[src/rtl/lp805x_sfr_chan.sv]
// lp805x SFR bus channel: request FIFO with head decode, response FIFO.
// Optional build macro: LP805X_SFR_TRISTATE_EN (tri-state idle read bus).
module lp805x_sfr_chan #(
   parameter int FIFO_DEPTH = 2,
   parameter int ADDR_W     = 1
) (
   input  logic        clk,
   input  logic        rst,
   input  logic [28:0] sfr_bus,
   input  logic        sfr_put,
   output logic        sfr_wrdy,
   input  logic        dec_get,
   output logic        dec_vld,
   output logic        wr,
   output logic        rd,
   output logic        wr_bit,
   output logic        rd_bit,
   output logic [7:0]  wr_addr,
   output logic [7:0]  rd_addr,
   output logic [7:0]  data_in,
   output logic        bit_in,
   input  logic [7:0]  rsp_data,
   input  logic        rsp_bit,
   input  logic        rsp_load,
   output logic        rsp_wrdy,
   input  logic        sfr_get,
   output logic        sfr_rrdy,
   output logic [7:0]  data_out,
   output logic        bit_out
);

   localparam logic [ADDR_W:0] PTR_ONE = {{ADDR_W{1'b0}}, 1'b1};

   logic [28:0]     req_mem [FIFO_DEPTH];
   logic [8:0]      rsp_mem [FIFO_DEPTH];
   logic [ADDR_W:0] req_wp;
   logic [ADDR_W:0] req_rp;
   logic [ADDR_W:0] rsp_wp;
   logic [ADDR_W:0] rsp_rp;
   logic            req_push;
   logic            req_pop;
   logic            rsp_push;
   logic            rsp_pop;
   logic [28:0]     req_head;
   logic [8:0]      rsp_head;

   // full: same slot, different lap; empty: pointers identical
   assign sfr_wrdy = !((req_wp[ADDR_W] != req_rp[ADDR_W]) &&
                       (req_wp[ADDR_W-1:0] == req_rp[ADDR_W-1:0]));
   assign dec_vld  = (req_wp != req_rp);
   assign rsp_wrdy = !((rsp_wp[ADDR_W] != rsp_rp[ADDR_W]) &&
                       (rsp_wp[ADDR_W-1:0] == rsp_rp[ADDR_W-1:0]));
   assign sfr_rrdy = (rsp_wp != rsp_rp);

   assign req_push = sfr_put  & sfr_wrdy;
   assign req_pop  = dec_get  & dec_vld;
   assign rsp_push = rsp_load & rsp_wrdy;
   assign rsp_pop  = sfr_get  & sfr_rrdy;

   assign req_head = req_mem[req_rp[ADDR_W-1:0]];
   assign rsp_head = rsp_mem[rsp_rp[ADDR_W-1:0]];

   // pointer registers; reset discards all stored entries
   always_ff @(posedge clk) begin
      if (!rst) begin
         req_wp <= '0;
         req_rp <= '0;
         rsp_wp <= '0;
         rsp_rp <= '0;
      end else begin
         if (req_push) req_wp <= req_wp + PTR_ONE;
         if (req_pop)  req_rp <= req_rp + PTR_ONE;
         if (rsp_push) rsp_wp <= rsp_wp + PTR_ONE;
         if (rsp_pop)  rsp_rp <= rsp_rp + PTR_ONE;
      end
   end

   // storage arrays; contents are don't-care until written
   always_ff @(posedge clk) begin
      if (rst && req_push) req_mem[req_wp[ADDR_W-1:0]] <= sfr_bus;
      if (rst && rsp_push) rsp_mem[rsp_wp[ADDR_W-1:0]] <= {rsp_data, rsp_bit};
   end

   // head-word decode, all fields quiet while the FIFO is empty
   always_comb begin
      wr      = 1'b0;
      rd      = 1'b0;
      wr_bit  = 1'b0;
      rd_bit  = 1'b0;
      wr_addr = 8'h00;
      rd_addr = 8'h00;
      data_in = 8'h00;
      bit_in  = 1'b0;
      if (dec_vld) begin
         wr      = req_head[28];
         rd      = req_head[27];
         wr_bit  = req_head[26];
         rd_bit  = req_head[25];
         wr_addr = req_head[24:17];
         rd_addr = req_head[16:9];
         data_in = req_head[8:1];
         bit_in  = req_head[0];
      end
   end

`ifdef LP805X_SFR_TRISTATE_EN
   assign data_out = sfr_rrdy ? rsp_head[8:1] : 8'hzz;
   assign bit_out  = sfr_rrdy ? rsp_head[0]   : 1'bz;
`else
   assign data_out = sfr_rrdy ? rsp_head[8:1] : 8'h00;
   assign bit_out  = sfr_rrdy ? rsp_head[0]   : 1'b0;
`endif

endmodule

[config.mk]
export PLATFORM = sky130hd
export DESIGN_NAME = lp805x_sfr_chan
export DESIGN_NICKNAME = d
export VERILOG_FILES = /design/src/rtl/lp805x_sfr_chan.sv
export SDC_FILE = /design/constraint.sdc
export NUM_CORES = 1
export LEC_CHECK = 0
export CAP_MARGIN = 20
export CORE_MARGIN = 2
export CORE_UTILIZATION = 25
export CTS_CLUSTER_SIZE = 12
export DETAILED_ROUTE_END_ITERATION = 16
export GPL_ROUTABILITY_DRIVEN = 1
export SETUP_SLACK_MARGIN = 0.15
export SLEW_MARGIN = 20
export SYNTH_ARGS = -nofsm -noshare
export SYNTH_HDL_FRONTEND = slang
export SYNTH_SLANG_ARGS = --single-unit
[constraint.sdc]
create_clock -name clk -period 5.1 [get_ports clk]
set_clock_uncertainty 0.15 [all_clocks]
set_input_delay 1.02 -clock clk [delete_from_list [all_inputs] [get_ports clk]]
set_output_delay 1.02 -clock clk [all_outputs]
set_load 0.005 [all_outputs]
-- After elaboration in Yosys (flattened, before gate mapping)
Memories as Yosys holds them, arrays and structs flattened. A register that Yosys moved wholly into a read port is not among the register bits.
Cells that the tools add are included.
- bits in registers: 8
- RAM bits: 76
- bits of input ports: 44
- output and inout port bits: 42
- word-level logic and storage cells: 44
- memories kept: 2
- add/subtract/negate cells: 4
- equal/unequal tests: 6
- mux-type cells: 18
- bitwise operators: 4
- reduce and logical (&&, ||, !) cells: 6
- memories (name ; depth ; bits a word ; rd ports ; clocked after Yosys merged registers in ; write ports ; line ; RTL):
    req_mem ; 2 ; 29 ; 1 ; 1 ; 1 ; 34 ; logic [28:0] req_mem [FIFO_DEPTH];
    rsp_mem ; 2 ; 9 ; 1 ; 1 ; 1 ; 35 ; logic [8:0] rsp_mem [FIFO_DEPTH];
- operators with widths (cell ; count):
    8-bit two-way mux ; 4
    1-bit two-way mux ; 14
    2-bit by 1-bit adder with 2-bit output (second input constant) ; 4
    1-bit bitwise AND ; 4
    1-bit logical AND ; 4
    2-bit inequality test ; 2
    1-bit == test ; 2
    1-bit logical NOT ; 2
    1-bit inequality test ; 2

-- Longest topological paths before layout
- word-level depth: 7
- depth in mapped cells: 5
- depth with buffers taken out: 3

-- Worst setup path before layout
No wires, ideal clock.
- path type: input to register
- from: in rst
- to: mem req_mem[0][0], enable pin
- setup time: 389 ps
- arrival time: 1835 ps
- required time: 4561 ps
- setup slack: 2726 ps
- stages on the path: 1
- buffers on the path: 0
- cell sequence: and4b_1
- longest elaborated chain between the ends: 3
- RTL lines (element ; line ; RTL):
    start: declaration ; 8 ; input logic rst,
    1-bit logical AND ; 80 ; if (rst && req_push) req_mem[req_wp[ADDR_W-1:0]] <= sfr_bus;
    1-bit two-way mux ; 80 ;
    1-bit two-way mux (not written as such) ; 80 ;
    end: declaration ; 34 ;
No other way between the ends.

-- Worst setup path in the final report
- from: reg req_wp[0]
- to: out rd_addr[1]
- longest elaborated chain between the ends: 2
- RTL lines (element ; line ; RTL):
    start: declaration ; 36 ; logic [ADDR_W:0] req_wp;
    start signal: assignment ; 71 ; if (req_push) req_wp <= req_wp + PTR_ONE;
    2-bit inequality test ; 50 ; assign dec_vld = (req_wp != req_rp);
    8-bit two-way mux ; 94 ; if (dec_vld) begin
    end: declaration ; 19 ; output logic [7:0] rd_addr,
No other way between the ends.

==> impl_results.md <==
- Core ar.: between 10000 and 15000 µm²
- Top area cells in the synthesized netlist: sky130_fd_sc_hd__edfxtp_1 (67%), sky130_fd_sc_hd__mux2i_1 (13%), sky130_fd_sc_hd__dfxtp_1 (5.8%)
- Number of antenna violations at the first check in global routing: 0
- Final setup TNS: 0 ps
- Clock share of power: ~38%
- Largest fanout of any net on the critical path: 30
- Sw power: 390 µW
- Yosys top cell by area: sky130_fd_sc_hd__edfxtp_1
- Total power density per cell area: 376 nW/µm²
- Area growth syn-to-layout: 38.6%
- Clock Path Buffers: 2
- Number of global-route vias before repair: roughly 2100
- Number of DRC violations after detailed-routing iteration 0: 106
- Sum of overflow across all layers after global routing: 0
- Maximum number of pins on one net before global-route repair: 31
- Routed WL: roughly 6900 µm
- Count of antenna-violating nets left after detailed routing: 0
- Req. time, crit path: just under 4000 ps
- Worst IR Drop VDD: 0.000127 V
- Switch share: a little over a fifth
- Initial standard-cell utilization of the core: roughly 26%
- Leakage power: roughly 0.0016 µW
- Clock Sinks: 86
- Top FF cell, synth: sky130_fd_sc_hd__edfxtp_1
- Part of the power in combinational logic: 16.0%
- Proportion of synthesized chip area in sequential cells: 72.4%
- Final RePlAce weighted congestion: 0.701
- Total Routing Usage GR: under 10%
- Worst slew pin tran: just under 1000 ps
- Die boundary height: 121 µm
- Avg Synthesized Cell Area: 15.2 µm²
- HPWL after detailed placement: about 4600 µm
- Share of final-layout standard cells stronger than drive strength 1: under 10%
- Average detailed-routed wire length per instance: approximately 14 µm
- Async set or reset register ratio after synthesis: 0%
- Worst setup slack after layout: around 1700 ps
- # diodes: 0
- Placed insts: between 400 and 500
- Overall via count from detail_route: just over 2000
- Horiz. Die Dim: between 100 and 150 µm
- Finished Layout Cells: roughly 490
- Arrival @ worst endpoint: 2220 ps
- Synth Instances: approximately 230
- CP Capture Type: output pin
- DRC violation count after routing: 0
- Net count reported at finish: approximately 360
- Flop and latch count out of synthesis: 86
- Type of the tightest min-delay check: reg -> reg
- Number of setup violations in the final report: 0
- Max frequency: approximately 0.30 GHz
- Via density per instance: between 4 and 5
- Cell area after technology mapping: between 3000 and 4000 µm²
- MaxCap Viol Count: 0
- Worst Path Class, Setup: reg -> out
- Wire length of the first global-routing pass: around 10000 µm
- Hold buffers post-CTS: 0
- Number of pins exceeding their max-slew limit in the final report: 0
- Internal cell power: about 1400 µW
- Number of buffers added on ports: 85
- Part of the cycle the worst path needs: between 60% and 70%
- Minimum clock period after layout: ~3400 ps
- Clk Latency, worst-skew pair: 320 ps
- First-pass detailed-route iteration total: 4
- Count of standard-cell rows: between 40 and 50
- Number of hold violations in the final report: 0
- CTS tree: done
- Unrepaired setup endpoints after global routing: false
- Result of the run: completed
- Number of enable flip-flop cells after synthesis: 76
- Net count of the mapped netlist: 270
- Root buf cell: sky130_fd_sc_hd__clkbuf_16
- Full die area: ~15000 µm²
- Post-CTS sizing: 0
- H-Tree Depth: 3
- Worst hold-check slack: 399 ps
- Post-Place Setup Slack: roughly 2000 ps
- Portion of total power attributed to sequential cells: 46.5%
- Portion of synthesized cell area occupied by the leading cell type: around 67%
- Cell variety after synth: 30
- Yosys warns: 0
- Boundary Pins: 86
- Normalized max-slew margin: a little over a third
- Clock transition at the register clock pins on the worst setup and hold paths after CTS: around 60 ps
- R2r setup slk: 3210 ps
- Inserted Clock Buffers: 9
- Number of buffers added for setup after CTS: 0
- Sort of element at the start of the critical path: flop
==> final cells by class <==
type	count	area, µm²
Multi-Input combinational cell	126	866
Clock buffer	11	233
Timing Repair Buffer	87	866
Fill cell	1282	8540
Inverter	3	11.3
Sequential cell	86	2480
Clock inverter	5	75.1
Tap cell	176	220
==> power groups by stage <==
stage                     clock network, µW  registers [µW]  logic, µW
after floorplan                           0             827        140
final                                   670             833        286
after detailed placement                  0             849        293
after global placement                    0             846        289
after CTS                               689             834        294
after global routing                    721             837        315
==> synthesized netlist by cell type (3+ instances only) <==
library cell and n:
sky130_fd_sc_hd__nand2_1 7, sky130_fd_sc_hd__nand2b_1 3, sky130_fd_sc_hd__o21ai_0 3, sky130_fd_sc_hd__buf_2 5, sky130_fd_sc_hd__dfxtp_1 10, sky130_fd_sc_hd__mux2i_1 43, sky130_fd_sc_hd__a31oi_1 3, sky130_fd_sc_hd__inv_1 3
sky130_fd_sc_hd__a21boi_0 4, sky130_fd_sc_hd__edfxtp_1 76, sky130_fd_sc_hd__nor2_1 42
==> sequential cells by signal, indices dropped and copies added (netlist names), named ones only <==
register	cells
req_mem	58
rsp_rp	2
req_rp	2
rsp_wp	2
req_wp	2
rsp_mem	18
==> per-layer routing <==
metal,GRT usage [%],vias up,part of all wire (%)
met5,0,-,0
met2,16.1,44,50
li1,-,998,-
met3,3.62,7,6.3
met4,4.14,0,1.5
met1,10.6,972,42
==> metrics by stage <==
step / area, µm² / utilization [%] / power [µW]
6_report: 4750 / 35.8 / 1790
5_1_grt: 4750 / 35.8 / 1870
4_1_cts: 4750 / 35.8 / 1820
3_5_place_dp: 4450 / 33.4 / 1140
3_3_place_gp: 4450 / 33.4 / 1140
2_1_floorplan: 3430 / - / 968
==> cells by family (layout without fill, tap and decap cells) <==
family	Yosys count	after routing	synth area share, %
xor+xnor	5	5	1.50
buf+inv	14	106	2.41
simple gates	65	65	8.76
mux	43	43	12.6
compound gates	13	13	2.41
flops	86	86	72.4
==> path summary, 6_finish.rpt <==
kind	start	endpoint	depth (start not counted)
worst max-delay path	req_wp[0]	rd_addr[1]	4
worst min-delay path	rsp_wp[1]	rsp_rp[1]	2
worst max register to register	rsp_wp[0]	rsp_mem[0][1]	3
worst min register to register	rsp_wp[1]	rsp_rp[1]	2
==> placed cells by master (no fill, tap or decap) <==
cell	instances
sky130_fd_sc_hd__and4_1	2
sky130_fd_sc_hd__mux2i_1	43
sky130_fd_sc_hd__xor2_1	2
sky130_fd_sc_hd__clkbuf_16	9
sky130_fd_sc_hd__a31oi_1	3
sky130_fd_sc_hd__o31a_1	1
sky130_fd_sc_hd__xor2_2	1
sky130_fd_sc_hd__nand2b_1	3
sky130_fd_sc_hd__and4b_1	2
sky130_fd_sc_hd__nand4_1	2
sky130_fd_sc_hd__a21boi_0	4
sky130_fd_sc_hd__nand4b_1	1
sky130_fd_sc_hd__xnor2_1	2
sky130_fd_sc_hd__a21oi_1	2
sky130_fd_sc_hd__nand2_1	7
sky130_fd_sc_hd__clkbuf_1	2
sky130_fd_sc_hd__and3_1	1
sky130_fd_sc_hd__nor2_2	1
sky130_fd_sc_hd__nor3b_1	1
sky130_fd_sc_hd__dfxtp_1	9
sky130_fd_sc_hd__nor2b_1	1
sky130_fd_sc_hd__bufinv_16	2
sky130_fd_sc_hd__and2_2	1
sky130_fd_sc_hd__buf_4	2
sky130_fd_sc_hd__clkdlybuf4s50_1	85
sky130_fd_sc_hd__nor2_1	42
sky130_fd_sc_hd__dfxtp_2	1
sky130_fd_sc_hd__o21ai_0	3
sky130_fd_sc_hd__or3_1	1
sky130_fd_sc_hd__clkinv_2	3
sky130_fd_sc_hd__inv_1	3
sky130_fd_sc_hd__edfxtp_1	76
==> critical path: stages, from the launching register on <==
cell                              delay (ps)
sky130_fd_sc_hd__dfxtp_1                 490
sky130_fd_sc_hd__xnor2_1                 180
sky130_fd_sc_hd__and2_2                  570
sky130_fd_sc_hd__nor2_1                  170
sky130_fd_sc_hd__clkdlybuf4s50_1         480
Note: power is estimated with default switching activity, not from simulation.
==> RTL change: new RTL, same settings <==
Make the reset (`rst`) asynchronous in one clocked block.
--- a/src/rtl/lp805x_sfr_chan.sv
+++ b/src/rtl/lp805x_sfr_chan.sv
@@ -63,3 +63,3 @@
    // pointer registers; reset discards all stored entries
-   always_ff @(posedge clk) begin
+   always_ff @(posedge clk or negedge rst) begin
       if (!rst) begin
Check against the original RTL: differs if rst is asserted again (counterexample within 4 cycles, from zero or initial values and one cycle with rst low); with rst held inactive, the same outputs for 10 cycles.
==> RTL change against the unedited design <==
- routed wire length grew 16%
- critical path depth increased by 1
- sequential cell count down 2
- count of clock-buffer cells in the layout unchanged
- synthesized area rose by 1.7%
- largest cell class unchanged
- critical path type unchanged
- critical endpoint is now rd_addr[5]
- final area up 0.50%
- setup slack worse by 0.30 ns
- hold slack improved by 0.062 ns
Power is not compared: it rests on default switching activity, and its combinational part moved more than twofold at a synthesized area within 25%.
==> RTL change: results (changes against the unedited design) <==
status: "finished, final reports clean"
min_to: "rsp_wp[1]$_DFFE_PN0P_"
synth.distinct_cells: 28  # -6.7%
synth_area_leaders: "edfxtp_1 65%, o22ai_1 6.8%, dfrtp_1 5.7%, nand2_1 5.2%, o21ai_0 4.0%"
drt_iter0_markers: 143  # +35%
rrSetupSlack_ns: 2.73  # -0.48 ns
stdcell_count: 533  # +7.9%
cts_buffers: 9  # unchanged
clkLatencyLatePin_ns: 0.34  # +0.02 ns
cts_setup_buffers: 0  # unchanged
port_buffers: 85  # unchanged
hpwl_um: 4950  # +8.6%
r2r-start: "req_rp[1]$_DFFE_PN0P_"
min_from: "rsp_wp[1]$_DFFE_PN0P_"
r2r_cells: 3  # unchanged
worstPathMaxFanout: 39  # +30%
syn_area_per_cell_um2: 12.8  # -15%
synth_seq_area_share_pct: 71.2  # -1.2 points
synth_common_cells: "76 x edfxtp_1, 48 x nand2_1, 38 x o22ai_1, 28 x o21ai_0, 13 x o21ai_1"
final_nets: 392  # +9.8%
dp_cells: 517  # +8.2%
drive_gt1_share_pct: 7.08  # +0.79 points
wirelength_um: 7980  # +16%
place.gp.congestion: 0.685  # -2.3%
grt_pass1_wl_um: 12700  # +23%
crit_path_end: "rd_addr[5]"
cp.arrival_ns: 2.52  # +0.30 ns
htree_levels: 3  # unchanged
synth.net_count: 316  # +17%
finalSetupViolations: 0  # unchanged
grt_max_degree: 67  # +120%
grt_usage_pct: 11.2  # +1.7 points
viasPerCell: 4.54  # +11%
startpoint: "req_wp[0]$_DFFE_PN0P_"
rr_endpoint: "req_mem[1][18]$_DFFE_PP_"
grt_pass1_vias: 2479  # +19%
worst_slew_pin_slew_ns: 1.03  # +0.0691 ns
dpl_cell_area_um2: 4510  # +1.4%
async_reset_ff_share_pct: 9.52  # +9.5 points
## RTL change: changes by cell type after synthesis, moves of 10 or more
cell and change:
mux2i_1 -42, nand2_1 +41, nor2_1 -39, o22ai_1 +38, o21ai_0 +25, o21ai_1 +13
dfxtp_1 -10
## RTL change: cells by family (layout without fill, tap and decap cells)
| kind of cell | count (synthesis) | count (layout) | share of synthesized area [%] |
|---|---|---|---|
| xor+xnor | 5 | 5 | 1.47 |
| flops | 84 | 84 | 71.2 |
| simple gates | 60 | 60 | 6.89 |
| mux | 3 | 3 | 0.933 |
| compound gates | 93 | 93 | 15.4 |
| buf+inv | 27 | 108 | 4.20 |
## RTL change: final cells by class
class,count,area [um^2]
Fill cell,1407,8990
Sequential cell,84,2490
Multi-Input combinational cell,161,910
Timing Repair Buffer,88,873
Clock buffer,11,233
Tap cell,180,225
Clock inverter,5,36.3
Inverter,4,15.0
## RTL change: metrics by stage
| stage | hold slack (ns) | setup WS [ns] |
|---|---|---|
| after floorplan | 0.351 | 1.20 |
| after global placement | 0.426 | 1.25 |
| after detailed placement | 0.455 | 1.58 |
| after CTS | 0.468 | 1.35 |
| after global routing | 0.543 | 1.25 |
| final | 0.461 | 1.41 |
## RTL change: power by group
group	total (uW)	switching (uW)	internal [uW]
Clock	594	262	332
Sequential	1050	170	883
Combinational	1290	621	668
Total	2940	1050	1880
## RTL change: routing by layer
metal	share of wire (%)	GRT usage, %	up-vias
met4	1.0	4.53	0
met5	0	0	-
met2	49	18.2	65
li1	-	-	1176
met3	4.9	3.23	8
met1	45	14.0	1169
## RTL change: worst max-delay path: stages, from the launching register on
cell             delay [ns]
dfrtp_1                0.32
buf_4                  0.36
inv_1                  0.13
nor2_4                 0.63
o22ai_1                0.23
clkdlybuf4s50_1        0.50
